`src/rtl/npu_pkg.sv`:
```
// Shared widths, state encoding and int8 limits for the NPU writeback paths.
package npu_pkg;

  localparam int ACC_W    = 32;
  localparam int MULT_W   = 16;
  localparam int SHIFT_W  = 5;
  localparam int C_ADDR_W = 10;
  localparam int C_DATA_W = 8;

  typedef enum logic [1:0] {
    WB_IDLE,
    WB_RUN,
    WB_DRAIN
  } wb_state_t;

  localparam int INT8_MIN = -128;
  localparam int INT8_MAX = 127;

endpackage

```
`src/rtl/requant_stage.sv`:
```
// Combinational requantizer: rounding arithmetic right shift, zero-point add,
// saturation to int8. Sits between a product register and an output register.
module requant_stage
  import npu_pkg::*;
(
  input  logic signed [ACC_W+MULT_W-1:0] prod,
  input  logic        [SHIFT_W-1:0]      shift,
  input  logic signed [C_DATA_W-1:0]     zero_point,
  output logic        [C_DATA_W-1:0]     result
);

  localparam int PROD_W = ACC_W + MULT_W;
  localparam int VW     = PROD_W + 1;

  localparam logic signed [VW-1:0] SAT_HI = VW'(INT8_MAX);
  localparam logic signed [VW-1:0] SAT_LO = VW'(INT8_MIN);

  logic signed [VW-1:0] prod_x;
  logic signed [VW-1:0] rnd;
  logic signed [VW-1:0] sum;
  logic signed [VW-1:0] r;
  logic signed [VW-1:0] v;

  always_comb begin
    // One extra bit of headroom keeps the rounding add and zero-point add exact.
    prod_x = {prod[PROD_W-1], prod};
    rnd    = '0;
    if (shift != '0) begin
      rnd = VW'(1) << (shift - SHIFT_W'(1));
    end
    sum = prod_x + rnd;
    r   = sum >>> shift;
    v   = r + VW'(zero_point);
    if (v > SAT_HI) begin
      result = SAT_HI[C_DATA_W-1:0];
    end else if (v < SAT_LO) begin
      result = SAT_LO[C_DATA_W-1:0];
    end else begin
      result = v[C_DATA_W-1:0];
    end
  end

endmodule

```
`src/rtl/c_writeback.sv`:
```
// C-buffer writeback: accepts accumulator beats, requantizes to int8 and
// writes them to consecutive SRAM addresses from a latched base, then pulses done.
module c_writeback
  import npu_pkg::*;
(
  input  logic                       clk,
  input  logic                       rst,
  input  logic                       start,
  input  logic        [C_ADDR_W-1:0] base_addr,
  input  logic        [C_ADDR_W:0]   count,
  input  logic signed [MULT_W-1:0]   mult,
  input  logic        [SHIFT_W-1:0]  shift,
  input  logic signed [C_DATA_W-1:0] zero_point,
  input  logic                       acc_valid,
  input  logic signed [ACC_W-1:0]    acc_data,
  output logic                       acc_ready,
  output logic                       sram_ce,
  output logic                       sram_we,
  output logic        [C_ADDR_W-1:0] sram_addr,
  output logic        [C_DATA_W-1:0] sram_din,
  output logic                       busy,
  output logic                       done
);

  localparam int PROD_W = ACC_W + MULT_W;
  localparam int CNT_W  = C_ADDR_W + 1;

  wb_state_t state_reg, state_next;
  logic ready_reg, ready_next;
  logic done_reg, done_next;

  logic        [CNT_W-1:0]    count_reg;
  logic        [CNT_W-1:0]    accepted_reg;
  logic        [C_ADDR_W-1:0] wr_addr_reg;
  logic signed [MULT_W-1:0]   mult_reg;
  logic        [SHIFT_W-1:0]  shift_reg;
  logic signed [C_DATA_W-1:0] zp_reg;

  logic signed [PROD_W-1:0]   prod_reg;
  logic                       prod_valid_reg;
  logic                       we_reg;
  logic        [C_ADDR_W-1:0] addr_reg;
  logic        [C_DATA_W-1:0] din_reg;
  logic        [C_DATA_W-1:0] requant_result;

  logic fire;
  logic job_start;
  logic last_beat;

  assign fire      = acc_valid && ready_reg;
  assign job_start = (state_reg == WB_IDLE) && start && (count != '0);
  assign last_beat = fire && ((accepted_reg + CNT_W'(1)) == count_reg);

  always_comb begin
    state_next = state_reg;
    ready_next = 1'b0;
    done_next  = 1'b0;
    case (state_reg)
      WB_IDLE: begin
        if (start) begin
          if (count != '0) begin
            state_next = WB_RUN;
            ready_next = 1'b1;
          end else begin
            done_next = 1'b1;
          end
        end
      end
      WB_RUN: begin
        ready_next = !last_beat;
        if (last_beat) begin
          state_next = WB_DRAIN;
        end
      end
      WB_DRAIN: begin
        // Last strobe is on the outputs and nothing is left in the product stage.
        if (we_reg && !prod_valid_reg) begin
          state_next = WB_IDLE;
          done_next  = 1'b1;
        end
      end
      default: state_next = WB_IDLE;
    endcase
  end

  always_ff @(posedge clk or posedge rst) begin
    if (rst) begin
      state_reg <= WB_IDLE;
      ready_reg <= 1'b0;
      done_reg  <= 1'b0;
    end else begin
      state_reg <= state_next;
      ready_reg <= ready_next;
      done_reg  <= done_next;
    end
  end

  always_ff @(posedge clk or posedge rst) begin
    if (rst) begin
      count_reg    <= '0;
      accepted_reg <= '0;
      mult_reg     <= '0;
      shift_reg    <= '0;
      zp_reg       <= '0;
    end else if (job_start) begin
      count_reg    <= count;
      accepted_reg <= '0;
      mult_reg     <= mult;
      shift_reg    <= shift;
      zp_reg       <= zero_point;
    end else if (fire) begin
      accepted_reg <= accepted_reg + CNT_W'(1);
    end
  end

  // Write address advances per issued write, so input gaps never skip addresses.
  always_ff @(posedge clk or posedge rst) begin
    if (rst) begin
      wr_addr_reg <= '0;
    end else if (job_start) begin
      wr_addr_reg <= base_addr;
    end else if (prod_valid_reg) begin
      wr_addr_reg <= wr_addr_reg + C_ADDR_W'(1);
    end
  end

  always_ff @(posedge clk or posedge rst) begin
    if (rst) begin
      prod_valid_reg <= 1'b0;
      prod_reg       <= '0;
      we_reg         <= 1'b0;
      addr_reg       <= '0;
      din_reg        <= '0;
    end else begin
      prod_valid_reg <= fire;
      if (fire) begin
        prod_reg <= PROD_W'(acc_data) * PROD_W'(mult_reg);
      end
      we_reg <= prod_valid_reg;
      if (prod_valid_reg) begin
        addr_reg <= wr_addr_reg;
        din_reg  <= requant_result;
      end
    end
  end

  requant_stage u_requant (
    .prod       (prod_reg),
    .shift      (shift_reg),
    .zero_point (zp_reg),
    .result     (requant_result)
  );

  assign acc_ready = ready_reg;
  assign sram_ce   = we_reg;
  assign sram_we   = we_reg;
  assign sram_addr = addr_reg;
  assign sram_din  = din_reg;
  assign busy      = (state_reg != WB_IDLE);
  assign done      = done_reg;

endmodule

```
`config.mk`:
```
export PLATFORM = sky130hd
export DESIGN_NAME = c_writeback
export DESIGN_NICKNAME = d
export VERILOG_FILES = /design/src/rtl/npu_pkg.sv /design/src/rtl/requant_stage.sv /design/src/rtl/c_writeback.sv
export SDC_FILE = /design/constraint.sdc
export NUM_CORES = 2
export LEC_CHECK = 0
export BUFFER_PORTS_ARGS = -buffer_cell sky130_fd_sc_hd__buf_2
export CAP_MARGIN = 20
export CORE_MARGIN = 2
export CORE_UTILIZATION = 60
export DETAILED_ROUTE_END_ITERATION = 7
export MAX_ROUTING_LAYER = met4
export PLACE_DENSITY_LB_ADDON = 0.2
export SLEW_MARGIN = 40
export SYNTH_ARGS = -nofsm -noshare
export SYNTH_HDL_FRONTEND = slang
export SYNTH_SLANG_ARGS = --single-unit
```
`constraint.sdc`:
```
create_clock -name clk -period 22.1 [get_ports clk]
set_input_delay 1.105 -clock clk [delete_from_list [all_inputs] [get_ports clk]]
set_output_delay 1.105 -clock clk [all_outputs]
set_load 0.1 [all_outputs]
```
==> results.md <==
- DRC viols: 0
- Final hold violations: 0
- Kind of cell adding the most delay to the critical path: compound AO/OA/AOI/OAI gates
- End-of-flow core utilization: 64.0%
- Setup repair after global routing missed its margin: false
- Highest attainable clock frequency: 98.1 MHz
- PnR Total Power: 0.627 mW
- Post-synthesis sequential area ratio: 10.6%
- Main area contributors after synthesis: sky130_fd_sc_hd__fa_1 (31%), sky130_fd_sc_hd__dfrtp_1 (11%), sky130_fd_sc_hd__ha_1 (7.8%), sky130_fd_sc_hd__inv_1 (6.5%), sky130_fd_sc_hd__nand2_1 (6.4%)
- Share of layout cells above drive strength 1: 7.68%
- Critical Path RT: 22.49 ns
- Fin Hold WS: 0.486 ns
- Critical path data arrival time: 10.58 ns
- Fin nets: 4469
- Root buf cell: sky130_fd_sc_hd__clkbuf_16
- Diode insertion count for antenna repair: 0
- Startpoint of the worst register-to-register path: shift_reg[4]$_DFFE_PP0P_
- Area taken by multi-input logic gates: 0.0254 mm²
- Min-Delay Path Class: flip-flop to flip-flop
- Number of levels in the clock H-tree: 4
- Filler-free cell count of the finished design: 4392
- Worst max-slew margin expressed relative to the limit: 38.2%
- GR Layer Usage met3: 5.37%
- Post-DR vias/cell: 6.02
- Depth of the worst hold-timing path: 2
- Flip-flop count of the largest register after layout: 48
- Count of buffering cells on the critical path with inverters included: 3
- Wire length of the first global-routing pass: 144 mm
- Input/output buffers: 108
- Leftover overflow at the end of global routing: 0
- Final wirelength: 86.5 mm
- Setup-failing EPs final: 0
- Area of all placed cells without fillers: 0.0331 mm²
- Number of synthesized register bits: 133
- Slowest cell on the critical path: sky130_fd_sc_hd__clkinv_1
- Kind of end point of the critical path: flip-flop
- Clock Tree Buf Depth: 2
- Worst Setup SP: shift_reg[4]$_DFFE_PP0P_
- Commonest register cell after synthesis: sky130_fd_sc_hd__dfrtp_1
- Summed negative setup slack over all endpoints: 0 ns
- Global-route track usage on met2: 54.8%
- GRT met1 Usage: 46.6%
- # clock sinks: 133
- Ratio of final minimum period to clock period: 46.1%
- Overall routing resource usage: 34.6%
- Number of flops mapped to enable cells by yosys: 0
- Number of global-route vias before repair: 27200
- Layout Skew: 0.0237 ns
- Worst R2R Path Depth: 32
- Post-placement cell area: 0.0324 mm²
- CORE AREA: 0.0516 mm²
- Async set or reset register ratio after synthesis: 100%
- Number of post-CTS setup repair buffers: 0
- Slack of the critical path: 11.90 ns
- CP Depth: 32
- Yosys top cell area share: 31.0%
- Worst hold start: prod_reg[2]$_DFFE_PP0P_
- Cts hold-fix bufs: 0
- Worst-Skew Late Latency: 0.50 ns
- Initial Util: 61.0%
- Final count of pins violating max slew: 0
- Die Width: 233 µm
- Global placement routability congestion: 0.999
- Cell area after synthesis: 0.0315 mm²
- Cell type contributing the most total cell area after synthesis: sky130_fd_sc_hd__fa_1
- Ratio of total power to cell area: 19.0 mW/mm²
- Largest net degree at the start of global routing: 97
- DR pass1 iterations: 6
- Average cell area after synthesis: 8.44 µm²
- Count of max-cap constraint violations: 0
- Dominant cell by count in the synthesized netlist: sky130_fd_sc_hd__inv_1
- Startpoint type of the worst setup path: flip-flop
- Clock tree from TritonCTS: done
- Busiest metal layer after global routing: met2
- Slowest stage delay, CP: 0.68 ns
- Footprint of the flip-flops and latches: 0.00333 mm²
- Clock-pin slew on the worst setup and hold paths: 0.08 ns
- Number of antenna violations at the first check in global routing: 0
- Number of buffers added by the clock tree synthesis step: 17
- Distinct cells, synth: 88
- Placed cell count: 4360
- Count of routing violations after the opening detailed-route iteration: 2182
- Worst-Margin Slew: 0.925 ns
- FILL cells: 4507
- Static Leak: 15.5 nW
- Number of nets produced by synthesis: 4502
- I/O Pins: 109
- Post-Synthesis Cells: 3732
- Leading post-synthesis cells by instance count: sky130_fd_sc_hd__inv_1 (545), sky130_fd_sc_hd__nand2_1 (540), sky130_fd_sc_hd__fa_1 (488)
- Maximum fanout along the worst path: 36
- Area growth from synthesis to layout: 4.96%
- Via Count: 26400
- Final HPWL DP: 67.8 mm
- Rows: 83
- Final antenna-violating net count: 0
- Vertical die dimension: 233 µm
- Pre-CTS worst setup slack: 12.26 ns
- Tmin final: 10.20 ns
- CTS-repair resized insts: 0
- Average routed wire per standard cell: 19.7 µm
- Worst ir drop on vdd: 39.6 µV
- Run status: complete, no violations
- Synth warn: 0
- Critical setup path kind: flip-flop to flip-flop
- DIE AREA: 0.0543 mm²
==> layer usage <==
layer	vias up	part of all wire, %
met1	13000	43
met5	-	0
met2	1088	47
li1	12200	-
met3	174	7.5
met4	0	2.3
==> layout by cell type, fill, tap and decap left out, types with 11 or more instances in the layout <==
cell type	synthesis	final
sky130_fd_sc_hd__a31o_2	11	11
sky130_fd_sc_hd__nand4_1	39	39
sky130_fd_sc_hd__ha_1	196	195
sky130_fd_sc_hd__dfrtp_1	133	132
sky130_fd_sc_hd__xnor2_1	87	87
sky130_fd_sc_hd__and4_1	12	12
sky130_fd_sc_hd__and2_1	200	200
sky130_fd_sc_hd__nor4_1	11	11
sky130_fd_sc_hd__buf_2	6	108
sky130_fd_sc_hd__mux2i_1	43	43
sky130_fd_sc_hd__a31oi_1	14	14
sky130_fd_sc_hd__o21bai_1	19	19
sky130_fd_sc_hd__a211oi_1	38	38
sky130_fd_sc_hd__nor3_1	45	45
sky130_fd_sc_hd__o21ai_0	156	156
sky130_fd_sc_hd__o21a_1	22	22
sky130_fd_sc_hd__inv_1	545	544
sky130_fd_sc_hd__o31ai_1	17	17
sky130_fd_sc_hd__xor2_1	68	68
sky130_fd_sc_hd__nand3_1	36	36
sky130_fd_sc_hd__a211o_1	11	11
sky130_fd_sc_hd__nand2b_1	47	47
sky130_fd_sc_hd__mux2_2	71	71
sky130_fd_sc_hd__o211ai_1	30	30
sky130_fd_sc_hd__o22ai_1	15	15
sky130_fd_sc_hd__fa_1	488	488
sky130_fd_sc_hd__buf_4	1	28
sky130_fd_sc_hd__a21o_1	78	78
sky130_fd_sc_hd__nor2b_1	12	12
sky130_fd_sc_hd__a21oi_1	157	157
sky130_fd_sc_hd__and3_1	21	20
sky130_fd_sc_hd__nand2_1	540	539
sky130_fd_sc_hd__or3_1	16	16
sky130_fd_sc_hd__nor2_1	175	174
sky130_fd_sc_hd__clkbuf_16	0	17
==> final cells by class <==
cell class,instances,share of cell area [%]
tap,680,2.57
timing repair buffer,139,2.37
clock inverter,15,0.632
sequential,133,10.1
inverter,551,6.28
multi-input combinational,2857,76.8
clock buffer,17,1.29
==> report_power, final <==
| group | switching [mW] | total [mW] | leakage [nW] | internal (mW) |
|---|---|---|---|---|
| Clock | 0.142 | 0.315 | 0.308 | 0.173 |
| Combinational | 0.0469 | 0.0686 | 13.5 | 0.0217 |
| Sequential | 0 | 0.243 | 1.72 | 0.243 |
| Total | 0.189 | 0.627 | 15.5 | 0.438 |
==> cells by family after synthesis <==
kind of cell	after synthesis	share of synthesized area (%)
simple gates	1191	17.9
buf+inv	742	8.90
compound gates	701	14.8
fa+ha+maj	684	38.8
xor+xnor	155	4.31
flops	133	10.6
mux	125	4.66
other cells	1	0.0119
==> worst paths after layout <==
| check | to | slack, ns |
|---|---|---|
| min reg2reg | prod_reg[2]$_DFFE_PP0P_ | 0.49 |
| min | prod_reg[2]$_DFFE_PP0P_ | 0.49 |
| max reg2reg | sram_din[3]$_DFFE_PP0P_ | 11.90 |
| max | sram_din[3]$_DFFE_PP0P_ | 11.90 |
| max in group asynchronous | shift_reg[2]$_DFFE_PP0P_ | 20.28 |
| min in group asynchronous | count_reg[3]$_DFFE_PP0P_ | 0.73 |
==> worst register-to-register path: cells and delay by family, from the launching register on <==
kind / cells / cell delay, ns
fa+ha+maj: 3 / 0.91
xor+xnor: 1 / 0.15
simple gates: 13 / 3.75
buf+inv: 3 / 1.12
flops: 1 / 0.33
compound gates: 12 / 3.85
Power figures use the tool's default switching activity.
